**src/rtl/ysyx_25060173_ifu_pkg.sv**
```systemverilog
// Shared constants and FSM encoding for the instruction fetch unit.
package ysyx_25060173_ifu_pkg;

  localparam int unsigned XLEN = 32;

  localparam logic [XLEN-1:0] RESET_PC = 32'h8000_0000;
  localparam logic [XLEN-1:0] NOP_INST = 32'h0000_0013;

  typedef enum logic [2:0] {
    StBoot  = 3'd0,
    StReq   = 3'd1,
    StWait  = 3'd2,
    StHold  = 3'd3,
    StFault = 3'd4
  } ifu_state_e;

endpackage

```
**src/rtl/ysyx_25060173_ifu_if.sv**
```systemverilog
// Instruction-memory valid/ready bus: request channel plus response channel.
interface ysyx_25060173_ifu_if;
  import ysyx_25060173_ifu_pkg::*;

  logic            req_valid;
  logic            req_ready;
  logic [XLEN-1:0] req_addr;
  logic            rsp_valid;
  logic            rsp_ready;
  logic [XLEN-1:0] rsp_data;
  logic            rsp_err;

  modport master (
    output req_valid,
    output req_addr,
    output rsp_ready,
    input  req_ready,
    input  rsp_valid,
    input  rsp_data,
    input  rsp_err
  );

  modport slave (
    input  req_valid,
    input  req_addr,
    input  rsp_ready,
    output req_ready,
    output rsp_valid,
    output rsp_data,
    output rsp_err
  );

endinterface

```
**src/rtl/ysyx_25060173_ifu.sv**
```systemverilog
// Instruction fetch unit: owns the PC, fetches one word per instruction and
// hands it to the core; misaligned PCs and bus errors park it in a sticky fault.
module ysyx_25060173_ifu
  import ysyx_25060173_ifu_pkg::*;
#(
  parameter logic [XLEN-1:0] ResetPc = RESET_PC,
  parameter logic [XLEN-1:0] NopInst = NOP_INST
) (
  input  logic                       clk,
  input  logic                       reset,
  ysyx_25060173_ifu_if.master        imem_io,
  input  logic [XLEN-1:0]            next_pc_i,
  output logic [XLEN-1:0]            inst_o,
  output logic                       inst_valid_o,
  input  logic                       inst_ready_i,
  output logic [XLEN-1:0]            now_pc_o,
  output logic                       fetch_fault_o,
  output logic [XLEN-1:0]            fault_pc_o
);

  ifu_state_e      state_q, state_d;
  logic [XLEN-1:0] pc_q, pc_d;
  logic [XLEN-1:0] inst_q, inst_d;
  logic [XLEN-1:0] fault_pc_q, fault_pc_d;
  logic            pc_misaligned;

  assign pc_misaligned = |pc_q[1:0];

  always_ff @(posedge clk or negedge reset) begin
    if (!reset) begin
      state_q    <= StBoot;
      pc_q       <= ResetPc;
      inst_q     <= NopInst;
      fault_pc_q <= '0;
    end else begin
      state_q    <= state_d;
      pc_q       <= pc_d;
      inst_q     <= inst_d;
      fault_pc_q <= fault_pc_d;
    end
  end

  always_comb begin
    state_d    = state_q;
    pc_d       = pc_q;
    inst_d     = inst_q;
    fault_pc_d = fault_pc_q;
    unique case (state_q)
      StBoot: state_d = StReq;
      StReq: begin
        // A misaligned PC never reaches the bus.
        if (pc_misaligned) begin
          fault_pc_d = pc_q;
          state_d    = StFault;
        end else if (imem_io.req_ready) begin
          state_d = StWait;
        end
      end
      StWait: begin
        if (imem_io.rsp_valid) begin
          if (imem_io.rsp_err) begin
            fault_pc_d = pc_q;
            state_d    = StFault;
          end else begin
            inst_d  = imem_io.rsp_data;
            state_d = StHold;
          end
        end
      end
      StHold: begin
        if (inst_ready_i) begin
          pc_d    = next_pc_i;
          state_d = StReq;
        end
      end
      StFault: state_d = StFault;
      default: state_d = StFault;
    endcase
  end

  assign imem_io.req_valid = (state_q == StReq) && !pc_misaligned;
  assign imem_io.req_addr  = pc_q;
  assign imem_io.rsp_ready = (state_q == StWait);

  assign inst_valid_o  = (state_q == StHold);
  assign inst_o        = inst_valid_o ? inst_q : NopInst;
  assign now_pc_o      = pc_q;
  assign fetch_fault_o = (state_q == StFault);
  assign fault_pc_o    = fault_pc_q;

endmodule

```
**src/flat_wrapper.sv**
```systemverilog
// flat-port wrapper written by rule: the top's interface ports become plain ports
module ysyx_25060173_ifu_flat import ysyx_25060173_ifu_pkg::*;
#(
  parameter logic [XLEN-1:0] ResetPc = RESET_PC,
  parameter logic [XLEN-1:0] NopInst = NOP_INST
)
  (clk, reset, next_pc_i, inst_o, inst_valid_o, inst_ready_i, now_pc_o, fetch_fault_o, fault_pc_o, imem_io_req_valid, imem_io_req_addr, imem_io_rsp_ready, imem_io_req_ready, imem_io_rsp_valid, imem_io_rsp_data, imem_io_rsp_err);
  ysyx_25060173_ifu_if imem_io_i ();
  input  logic clk;
  input  logic reset;
  input  logic [XLEN-1:0] next_pc_i;
  output logic [XLEN-1:0] inst_o;
  output logic inst_valid_o;
  input  logic inst_ready_i;
  output logic [XLEN-1:0] now_pc_o;
  output logic fetch_fault_o;
  output logic [XLEN-1:0] fault_pc_o;
  output wire logic [$bits(imem_io_i.req_valid)-1:0] imem_io_req_valid;
  output wire logic [$bits(imem_io_i.req_addr)-1:0] imem_io_req_addr;
  output wire logic [$bits(imem_io_i.rsp_ready)-1:0] imem_io_rsp_ready;
  input wire logic [$bits(imem_io_i.req_ready)-1:0] imem_io_req_ready;
  input wire logic [$bits(imem_io_i.rsp_valid)-1:0] imem_io_rsp_valid;
  input wire logic [$bits(imem_io_i.rsp_data)-1:0] imem_io_rsp_data;
  input wire logic [$bits(imem_io_i.rsp_err)-1:0] imem_io_rsp_err;
  assign imem_io_req_valid = imem_io_i.req_valid;
  assign imem_io_req_addr = imem_io_i.req_addr;
  assign imem_io_rsp_ready = imem_io_i.rsp_ready;
  assign imem_io_i.req_ready = imem_io_req_ready;
  assign imem_io_i.rsp_valid = imem_io_rsp_valid;
  assign imem_io_i.rsp_data = imem_io_rsp_data;
  assign imem_io_i.rsp_err = imem_io_rsp_err;
  ysyx_25060173_ifu #(.ResetPc(ResetPc), .NopInst(NopInst)) u_core (.clk(clk), .reset(reset), .imem_io(imem_io_i), .next_pc_i(next_pc_i), .inst_o(inst_o), .inst_valid_o(inst_valid_o), .inst_ready_i(inst_ready_i), .now_pc_o(now_pc_o), .fetch_fault_o(fetch_fault_o), .fault_pc_o(fault_pc_o));
endmodule
```
**config.mk**
```make
export PLATFORM = sky130hd
export DESIGN_NAME = ysyx_25060173_ifu_flat
export DESIGN_NICKNAME = d
export VERILOG_FILES = /design/src/rtl/ysyx_25060173_ifu_pkg.sv /design/src/rtl/ysyx_25060173_ifu_if.sv /design/src/rtl/ysyx_25060173_ifu.sv /design/src/flat_wrapper.sv
export SDC_FILE = /design/constraint.sdc
export NUM_CORES = 1
export LEC_CHECK = 0
export ABC_AREA = 1
export BUFFER_PORTS_ARGS = -buffer_cell sky130_fd_sc_hd__buf_2
export CAP_MARGIN = 20
export CORE_MARGIN = 4
export CORE_UTILIZATION = 47
export CTS_CLUSTER_DIAMETER = 30
export CTS_CLUSTER_SIZE = 10
export DETAILED_ROUTE_END_ITERATION = 8
export PLACE_DENSITY = 0.82
export SLEW_MARGIN = 40
export SYNTH_ARGS = -nofsm -noshare
export SYNTH_HDL_FRONTEND = slang
export SYNTH_SLANG_ARGS = --single-unit
```
**constraint.sdc**
```tcl
create_clock -name clk -period 1.4 [get_ports clk]
set_input_delay 0.28 -clock clk [delete_from_list [all_inputs] [get_ports clk]]
set_output_delay 0.28 -clock clk [all_outputs]
set_load 0.02 [all_outputs]
```
==> results.md, run 1 <==
- Clock skew: about 0.016 ns
- Hold path startpoint: imem_io_rsp_data[0]
- Vias in the first global route: between 4k and 5k
- Crit path capture type: output port
- Finished Layout Cells: 884
- Area growth syn-to-layout: 46.2%
- DR iter-0 viols: approximately 310
- Number of flops mapped to enable cells by yosys: 0
- Sink Count: 99
- Ant. Diodes: 0
- Reg-to-Reg Start: u_core.state_q[1]
- Layout cell share with drive strength beyond 1: between 40% and 50%
- Hold Path Depth: 3
- Most area-hungry cell type in the Yosys netlist: dfrtp_1
- Slowest-stage cell, CP: dfrtp_1
- Worst path bufs/invs: 3
- GRT Util Overall: ~22%
- DR DRC count: 0
- H-tree Lvls: 3
- Largest net degree at the start of global routing: 65
- Die area: ~11,000 sq um
- Final ANT Viol Nets: 0
- Most common cell in the netlist: nand2_1
- Worst-path maximum fanout: 9
- Status: complete, but fails checks
- Rows: 35
- Vias: between 4k and 5k
- Worst EP required: 1.12 ns
- Placed cell area: ~5500 sq um
- Register area share after synthesis: a little over half
- Max clock buf depth: 2
- Total CTS buffers: 9
- Distinct cell type count after synthesis: 24
- Routed WL per cell: approximately 17 um
- VDD IR max: 0.584 mV
- Max-slew violations: 0
- Storage cell area: roughly 2500 sq um
- CTS tree: done
- Failing checks: setup timing
- Setup violations, final: between 100 and 150
- FF-to-FF path depth: 9
- Final nets: a little over 800
- Layout Cell Area excl Fill: between 6000 and 7000 sq um
- Syn_area_per_cell: just over 8 sq um
- First-pass GRT wire length: 20.0 mm
- Die W: 106 um
- Synth top area cells: dfrtp_1 (53%), nand2_1 (14%), nand3_1 (7.3%)
- Reg2Reg Setup Slack: -0.25 ns
- FMAX: 578 MHz
- Register bit total from synthesis: approximately 100
- Cell family with most CP delay: buffers and inverters
- Max transition margin: 67.6%
- # IOs: around 200
- Max stage delay on crit path: 0.39 ns
- Fill count: slightly below 700
- Max_cap viols: 0
- HPWL after DPL: around 8.6 mm
- CP cell instances: nand2_2, nor2_4, inv_4, clkbuf_16, nor2_2, buf_4
- Vias/cell: slightly above 5
- Grt ovf: 0
- Footprint of the multi-input gates: approximately 1700 sq um
- Critical Path Source Type: flip-flop
- Worst-Skew Late Latency: between 0.3 and 0.4 ns
- Commonest cells post-synth: nand2_1 (165), dfrtp_1 (95), inv_1 (72), nand3_1 (66), nor2_1 (37)
- Share of flip-flops with an asynchronous set or reset: 100%
- Syn_nets: between 600 and 700
- Clk slew on worst S/H paths: about 0.10 ns
- WHS Endpoint: u_core.inst_q[0]
- Tightest Hold Check Type: input port to flip-flop
- Initial Util: approximately 49%
- Period utilisation layout: 124%
- Routed WL: approximately 15 mm
- Total power: roughly 4.8 mW
- I/O Buffers: roughly 200
- Worst-Margin Slew: 0.483 ns
- RSZ-0062 raised after global routing: true
- Die Ht: between 100 and 150 um
- Final Worst Setup Slack: -0.330 ns
- Root Buffer: clkbuf_8
- Synth top area share: between 50% and 60%
- LEAKAGE: 3.77 nW
- Post-route minimum period: between 1.5 and 2 ns
- Inst Count DP: 840
- Critical path arrival: 1.45 ns
- TNS Setup: -27.19 ns
- CP Class: flip-flop to output port
- Worst slack, placed: -0.0724 ns
- Cells after Synth: approximately 550
- Routability cong.: 0.824
- PD cells: between 700 and 800 nW/um^2
- Final Hold Vio Count: 0
- Synth warn: 0
- Top_reg_cell synth: dfrtp_1
- Mapped cell area: approximately 4500 sq um
- R2R Path End: u_core.inst_q[20]
- Core area: about 9300 sq um
- First-pass DRT Iterations: 5
- Initial antenna violation count: 0
## per-stage QoR
stage	hold WS [ns]	util (%)
2_1_floorplan	-0.0156	-
3_3_place_gp	0.132	59.5
3_5_place_dp	0.133	59.5
4_1_cts	0.101	66.0
5_1_grt	0.117	70.9
6_report	0.118	70.9
## cells by family (layout without fill, tap and decap cells)
family                 Yosys count  count (layout)  synth area share (%)
AOI/OAI and AO/OA               38              39                  4.28
and+or+nand+nor                280             283                  26.1
DFF                             99              99                  54.8
buffers and inverters          134             334                  14.8
## report_power, final
part,switching (mW),internal (mW),leakage (nW)
Sequential,0,2.86,1.35
Combinational,0.133,0.0927,2.32
Clock,1.01,0.705,0.0937
## repair_timing
item / in CTS / in global routing
endpoints found under the hold margin: 9 / 0
pin swaps: 6 / 7
gates resized for setup: 83 / 60
endpoints found under the setup margin: 99 / 134
hold buffers: 1 / 0
buffers inserted: 6 / 5
cloned: 4 / 12
## how the worst max path moves through the flow
| stage | start | end | slack (ns) | cells after the start |
|---|---|---|---|---|
| after global placement | u_core.state_q[1] | u_core.fault_pc_o[1] | -0.04 | 7 |
| after global routing | u_core.state_q[1] | inst_o[15] | -0.41 | 6 |
| after CTS | u_core.state_q[0] | inst_o[8] | -0.32 | 6 |
| after detailed placement | u_core.state_q[0] | u_core.fault_pc_o[2] | -0.07 | 7 |
| final | u_core.state_q[1] | inst_o[15] | -0.33 | 6 |
| after floorplan | u_core.state_q[1] | inst_o[10] | -0.07 | 5 |
## flip-flops by register name, indices dropped and copies added, names as in the netlist
name,cells
u_core.fault_pc_o,32
u_core.inst_q,32
u_core.state_q,3
u_core.imem_io.req_addr,32
## tightest hold or removal path, cell delays in order
cell,delay [ns]
buf_2,0.10
inv_1,0.04
o21ai_1,0.06
## layer usage
| layer | track usage (%) | wire, um |
|---|---|---|
| met2 | 38.9 | 7820 |
| met4 | 10.5 | 598 |
| met1 | 26.0 | 5340 |
| met3 | 4.07 | 1210 |
| met5 | 0 | 0 |
## layout by cell type, fill, tap and decap left out, types with 2 or more instances in the layout
cell type | netlist | layout
a21oi_1 | 3 | 2
buf_12 | 0 | 10
buf_16 | 0 | 3
buf_2 | 19 | 164
buf_4 | 32 | 23
buf_6 | 3 | 37
buf_8 | 0 | 2
clkbuf_16 | 0 | 4
clkbuf_8 | 0 | 10
clkinv_2 | 0 | 2
clkinv_4 | 0 | 2
dfrtp_1 | 95 | 94
dfstp_2 | 4 | 4
inv_1 | 72 | 72
inv_4 | 0 | 2
nand2_1 | 165 | 157
nand2_2 | 1 | 5
nand2_4 | 1 | 4
nand2_8 | 0 | 4
nand3_1 | 66 | 65
nand4_1 | 2 | 2
nor2_1 | 37 | 11
nor2_2 | 1 | 13
nor2_4 | 2 | 16
o21ai_0 | 2 | 2
o21ai_1 | 32 | 32
o21ai_4 | 0 | 2
or2_4 | 0 | 3
## final cells by class
class / instances / area share, %
Sequential cell: 99 / 37.5
Tap cell: 129 / 2.44
Clock inverter: 5 / 0.548
Timing Repair Buffer: 244 / 27.7
Inverter: 74 / 4.27
Multi-Input combinational cell: 322 / 25.4
Clock buffer: 11 / 2.14
Power figures use the tool's default switching activity.
==> inputs of run 2 (changes only) <==
CAP_MARGIN = default   (was 20)
CORE_UTILIZATION = 49   (was 47)
CTS_BUF_LIST = sky130_fd_sc_hd__clkbuf_8   (was default)
GPL_TIMING_DRIVEN = 1   (was default)
PLACE_DENSITY = 0.85   (was 0.82)
==> run 2 against run 1 <==
The run still ends with setup timing left; sequential power about the same; first-iteration DRC count down 24%; combinational power about the same; highest routed layer unchanged.
==> results.md, run 2 (synthesized netlist as in run 1, its figures left out) <==
- Initial Util: ~50%
- Worst EP required: 1.12 ns
- Seq pwr share: between 50% and 60%
- Ant. Diodes: 0
- DR DRC count: 0
- CTS tree: done
- Total CTS buffers: 9
- Routed WL: approximately 14 mm
- Area growth syn-to-layout: 47.2%
- DR iter-0 viols: roughly 230
- Post-route minimum period: around 1.7 ns
- Reg-to-Reg Start: u_core.state_q[0]
- Grt ovf: 0
- Vias/cell: about 5.2
- RSZ-0062 raised after global routing: true
- R2R Path End: u_core.inst_q[25]
- Crit path capture type: output port
- Period utilisation layout: 119%
- GRT Util Overall: a little under a quarter
- Critical path arrival: roughly 1.4 ns
- Placed cell area: about 5500 sq um
- H-tree Lvls: 3
- Final ANT Viol Nets: 0
- Layout Cell Area excl Fill: 6660 sq um
- Hold path startpoint: imem_io_rsp_data[4]
- Failing checks: setup timing
- Sink Count: roughly 100
- Worst-path maximum fanout: 10
- TNS Setup: -17.82 ns
- Most common cell after layout, fill and taps aside: buf_2
- Critical Path Source Type: flip-flop
- Final nets: ~830
- Final Worst Setup Slack: -0.272 ns
- Gate power share: roughly 4.7%
- Sw frac: ~25%
- Tightest Hold Check Type: input port to flip-flop
- Routability cong.: roughly 0.80
- Die area: about 11,000 sq um
- Worst-Skew Late Latency: 0.36 ns
- VDD IR max: 0.553 mV
- Worst slack, placed: -0.0670 ns
- Die W: approximately 100 um
- WHS: 0.124 ns
- PD cells: 721 nW/um^2
- FMAX: between 500 and 600 MHz
- Hold Path Depth: 3
- CP Class: flip-flop to output port
- Largest net degree at the start of global routing: between 50 and 60
- Max_cap viols: 0
- Layout cell share with drive strength beyond 1: between 40 and 50%
- Clock network fraction of design power: between 30% and 40%
- Die Ht: 104 um
- Routed WL per cell: 16.6 um
- Rows: 34
- Initial antenna violation count: 0
- First-pass DRT Iterations: 5
- Core area: roughly 9000 sq um
- Root Buffer: clkbuf_8
- Status: complete, but fails checks
- # IOs: around 200
- Clk slew on worst S/H paths: ~0.10 ns
- Setup violations, final: approximately 130
- FF-to-FF path depth: 9
- Final Hold Vio Count: 0
- I/O Buffers: between 200 and 250
- Reg2Reg Setup Slack: -0.18 ns
- Max transition margin: between 70% and 80%
- Fill count: 598
- LEAKAGE: 3.80 nW
- WHS Endpoint: u_core.inst_q[4]
- Clock skew: between 0.01 and 0.015 ns
- Max-slew violations: 0
- Max clock buf depth: 2
- HPWL after DPL: 8.54 mm
- Commonest cells after routing, fill and taps aside: buf_2 (162), nand2_1 (159), dfrtp_1 (95)
- Worst-Margin Slew: slightly below 0.4 ns
- First-pass GRT wire length: slightly below 20 mm
- Vias: around 4.5k
- Int Power: roughly 3.6 mW
- Switch Pwr: between 1 and 1.5 mW
- Vias in the first global route: 4,148
- Total power: 4.80 mW
[run 2: worst max-delay path, stage by stage, from the launching register on]
cell     delay (ns)
dfrtp_1        0.42
nor2_4         0.15
inv_4          0.08
buf_8          0.15
nor2_1         0.09
buf_4          0.15
[run 2: metrics by stage]
stage / util (%) / std cells
detailed placement: 62.3 / 821
CTS: 69.6 / 853
global placement: 62.3 / 821
finish: 75.3 / 871
global route: 75.3 / 871
floorplan: - / 551
[run 2: what timing repair did]
item                                    CTS  global route
endpoints found under the setup margin   76           134
hold buffers                              1             0
cloned                                    7            14
hold endpoints to repair                 95             0
buffers inserted                          8             4
pin swaps                                 6             6
gates resized for setup                  98            56
[run 2: final cells by class]
cell class | instances | area (sq um) | share of cell area, %
flip-flops and latches | 99 | 2480 | 37.3
multi-input cells | 322 | 1680 | 25.1
clock inverters | 7 | 57.6 | 0.864
inverters | 74 | 288 | 4.32
clock buffers | 9 | 124 | 1.86
repair buffers | 252 | 1900 | 28.5
well taps | 108 | 135 | 2.03
[run 2: layer usage]
layer  wire, um  share of wire [%]  vias to the layer above  track usage (%)
li1           -                  -                     2077                -
met1       5240                 36                     2167             26.0
met2       7730                 54                      240             41.4
met3       1110                7.7                       30             4.59
met4        356                2.5                        0             7.50
met5          0                  0                        -                0
[run 2: how the worst max path moves through the flow]
| stage | cells after the start | start | endpoint | slack (ns) |
|---|---|---|---|---|
| detailed placement | 7 | u_core.state_q[0] | u_core.fault_pc_o[24] | -0.07 |
| CTS | 6 | u_core.state_q[1] | inst_o[24] | -0.29 |
| global route | 6 | u_core.state_q[0] | inst_o[14] | -0.35 |
| global placement | 7 | u_core.state_q[0] | u_core.imem_io.req_addr[1] | 0.01 |
| floorplan | 5 | u_core.state_q[1] | inst_o[10] | -0.07 |
| finish | 5 | u_core.state_q[2] | inst_o[15] | -0.27 |
[run 2: power groups by stage]
stage               clock network, mW  registers (mW)  logic [mW]
finish                           1.72            2.86       0.225
global route                     1.86            2.86       0.252
CTS                              1.76            2.86       0.217
detailed placement                  0            2.91       0.210
global placement                    0            2.91       0.206
floorplan                           0            2.91      0.0329
==> inputs of run 3 (changes only) <==
ABC_AREA = default   (was 1)
CORE_UTILIZATION = 44   (was 49)
PLACE_DENSITY = 0.81   (was 0.85)
clock period = 1.3 ns   (was 1.4 ns; I/O delays follow)
==> run 3 against run 2 <==
The run still ends with setup timing left; final area up 0.30%; critical path depth unchanged; combinational power rose to 22 times the previous value; count of clock-buffer cells in the layout up 3; register-to-register slack worse by 0.32 ns; power up 150%; flip-flop and latch count unchanged; worst setup slack worse by 0.25 ns; via count down 31%; worst hold slack better by 0.0074 ns; largest cell class unchanged; largest power group is now combinational logic.
==> results.md, run 3 <==
- Status: complete, but fails checks
- Failing checks: setup timing
- CTS tree: done
- Setup violations, final: ~140
- Critical path arrival: around 1.6 ns
- Worst-Skew Late Latency: between 0.3 and 0.4 ns
- WHS: approximately 0.13 ns
- Slowest-stage cell, CP: dfrtp_1
- DR iter-0 viols: 117
- First-pass GRT wire length: around 18 mm
- # IOs: a little over 200
- CP Class: flip-flop to output port
- Layout Cell Area excl Fill: ~6700 sq um
- Max clock buf depth: 2
- Syn_nets: ~360
- Distinct cell type count after synthesis: 26
- Inst Count DP: between 600 and 700
- Final Worst Setup Slack: -0.520 ns
- Synth top area cells: dfrtp_1 (54%), mux2_2 (16%), mux2_4 (10%)
- Vias in the first global route: 3,355
- LEAKAGE: between 3 and 4 nW
- Routed WL per cell: about 18 um
- Worst slack, placed: -0.398 ns
- Placed cell area: 5560 sq um
- Core area: approximately 10000 sq um
- RSZ-0062 raised after global routing: true
- Initial Util: between 40% and 50%
- Register bit total from synthesis: between 90 and 100
- Max_cap viols: 0
- Most used cell, CP: buf_6
- Grt ovf: 0
- Period utilisation layout: 140%
- Largest net degree at the start of global routing: between 50 and 60
- Max stage delay on crit path: roughly 0.4 ns
- Layout cell share with drive strength beyond 1: ~79%
- Initial antenna violation count: 2
- Storage cell area: between 2000 and 2500 sq um
- Routability cong.: 0.687
- Vias/cell: between 4 and 5
- Synth top area share: about 54%
- TNS Setup: -54.29 ns
- Worst EP required: approximately 1.0 ns
- Most common cell in the netlist: dfrtp_1
- Number of flops mapped to enable cells by yosys: 0
- H-tree Lvls: 3
- I/O Buffers: about 200
- Crit path capture type: output port
- FMAX: roughly 550 MHz
- Share of flip-flops with an asynchronous set or reset: 100%
- GRT Util Overall: between 20% and 30%
- CP cell instances: buf_6, and3b_2, buf_12, and2_4, buf_6
- Rows: 36
- Die Ht: between 100 and 150 um
- Cell family with most CP delay: buffers and inverters
- Sink Count: 99
- Max-slew violations: 0
- Final nets: around 570
- Commonest cells after routing, fill and taps aside: buf_2 (159), mux2_4 (94), dfrtp_1 (93)
- Die W: 108 um
- Finished Layout Cells: around 640
- PD cells: between 1500 and 2000 nW/um^2
- Finished Core Util: just under 70%
- Clock skew: between 0.006 and 0.007 ns
- DR DRC count: 0
- Tightest Hold Check Type: input port to flip-flop
- Top_reg_cell synth: dfrtp_1
- VDD IR max: ~1.1 mV
- Cells after Synth: between 200 and 300
- Critical Path Source Type: flip-flop
- Worst-Margin Slew: approximately 0.42 ns
- Most common cell after layout, fill and taps aside: buf_2
- Final Hold Vio Count: 0
- Area growth syn-to-layout: 52.6%
- Register area share after synthesis: a little under three fifths
- Final ANT Viol Nets: 0
- Fill count: 684
- Total power: between 10 and 15 mW
- Post-route minimum period: roughly 1.8 ns
- Die area: about 12,000 sq um
- Syn_area_per_cell: 15.0 sq um
- Root Buffer: clkbuf_8
- Mapped cell area: about 4400 sq um
- Max transition margin: between 70 and 80%
- Total CTS buffers: 9
- Worst-path maximum fanout: 33
- HPWL after DPL: between 7 and 8 mm
- First-pass DRT Iterations: 6
- Clk slew on worst S/H paths: 0.09 ns
- Footprint of the multi-input gates: 1900 sq um
- Commonest cells post-synth: dfrtp_1 (95), mux2_2 (62), buf_4 (35), mux2_4 (30), and2_1 (29)
- Synth warn: 0
- Most area-hungry cell type in the Yosys netlist: dfrtp_1
- Worst path bufs/invs: 3
- Routed WL: between 10 and 15 mm
- Vias: just over 3k
run 3: cell types whose count changed after synthesis, sizes merged, moves of 3 or more:
cell	change
buf	-12
nor2	-37
or2	-3
nand2	-164
and2	+29
clkbuf	-3
nand3	-67
inv	-72
mux2	+96
a21oi	-3
o21ai	-35
nand2b	+4
run 3: layout make-up:
| class | instances | area share, % |
|---|---|---|
| timing repair buffer | 244 | 28.4 |
| clock buffer | 12 | 2.47 |
| tap | 133 | 2.49 |
| sequential | 99 | 37.2 |
| clock inverter | 4 | 0.711 |
| inverter | 3 | 0.243 |
| antenna | 1 | 0.0374 |
| multi-input combinational | 146 | 28.4 |
run 3: logic make-up (layout without fill, tap and decap cells):
kind of cell	count (synthesis)	in the layout	share of synthesized area, %
AO/OA/AOI/OAI	4	4	1.29
buffers and inverters	48	263	8.20
multiplexers	96	96	27.2
other	0	1	0
AND/OR/NAND/NOR	46	46	6.60
flip-flops	99	99	56.7
run 3: per-layer routing:
metal | wire length (um) | GRT usage, %
met5 | 20 | 0
met4 | 186 | 6.67
met3 | 855 | 4.92
met2 | 6100 | 35.4
met1 | 4570 | 24.4
run 3: final timing paths:
check | slack [ns] | startpoint | cells after the start | end
worst min-delay path | 0.13 | next_pc_i[2] | 2 | u_core.imem_io.req_addr[2]
min in group asynchronous | 0.45 | reset | 3 | u_core.fault_pc_o[21]
worst min register to register | 0.52 | u_core.fault_pc_o[1] | 1 | u_core.fault_pc_o[1]
max in group asynchronous | 0.57 | reset | 3 | u_core.imem_io.req_addr[31]
worst max register to register | -0.50 | u_core.state_q[2] | 5 | u_core.fault_pc_o[14]
worst max-delay path | -0.52 | u_core.state_q[0] | 5 | inst_o[27]
run 3: where the power goes:
part	internal, mW	switching, mW	total (mW)
clock	1.04	1.00	2.04
combinational	2.46	2.54	5.00
sequential	4.11	0.760	4.87
run 3: timing repair:
action / 4_1_cts / 5_1_grt
pin swaps: 4 / 4
gates resized for setup: 174 / 16
endpoints found under the setup margin: 140 / 144
buffers inserted: 20 / 10
gates cloned: 9 / 0
hold endpoints to repair: 95 / 0
hold buffers: 1 / 0
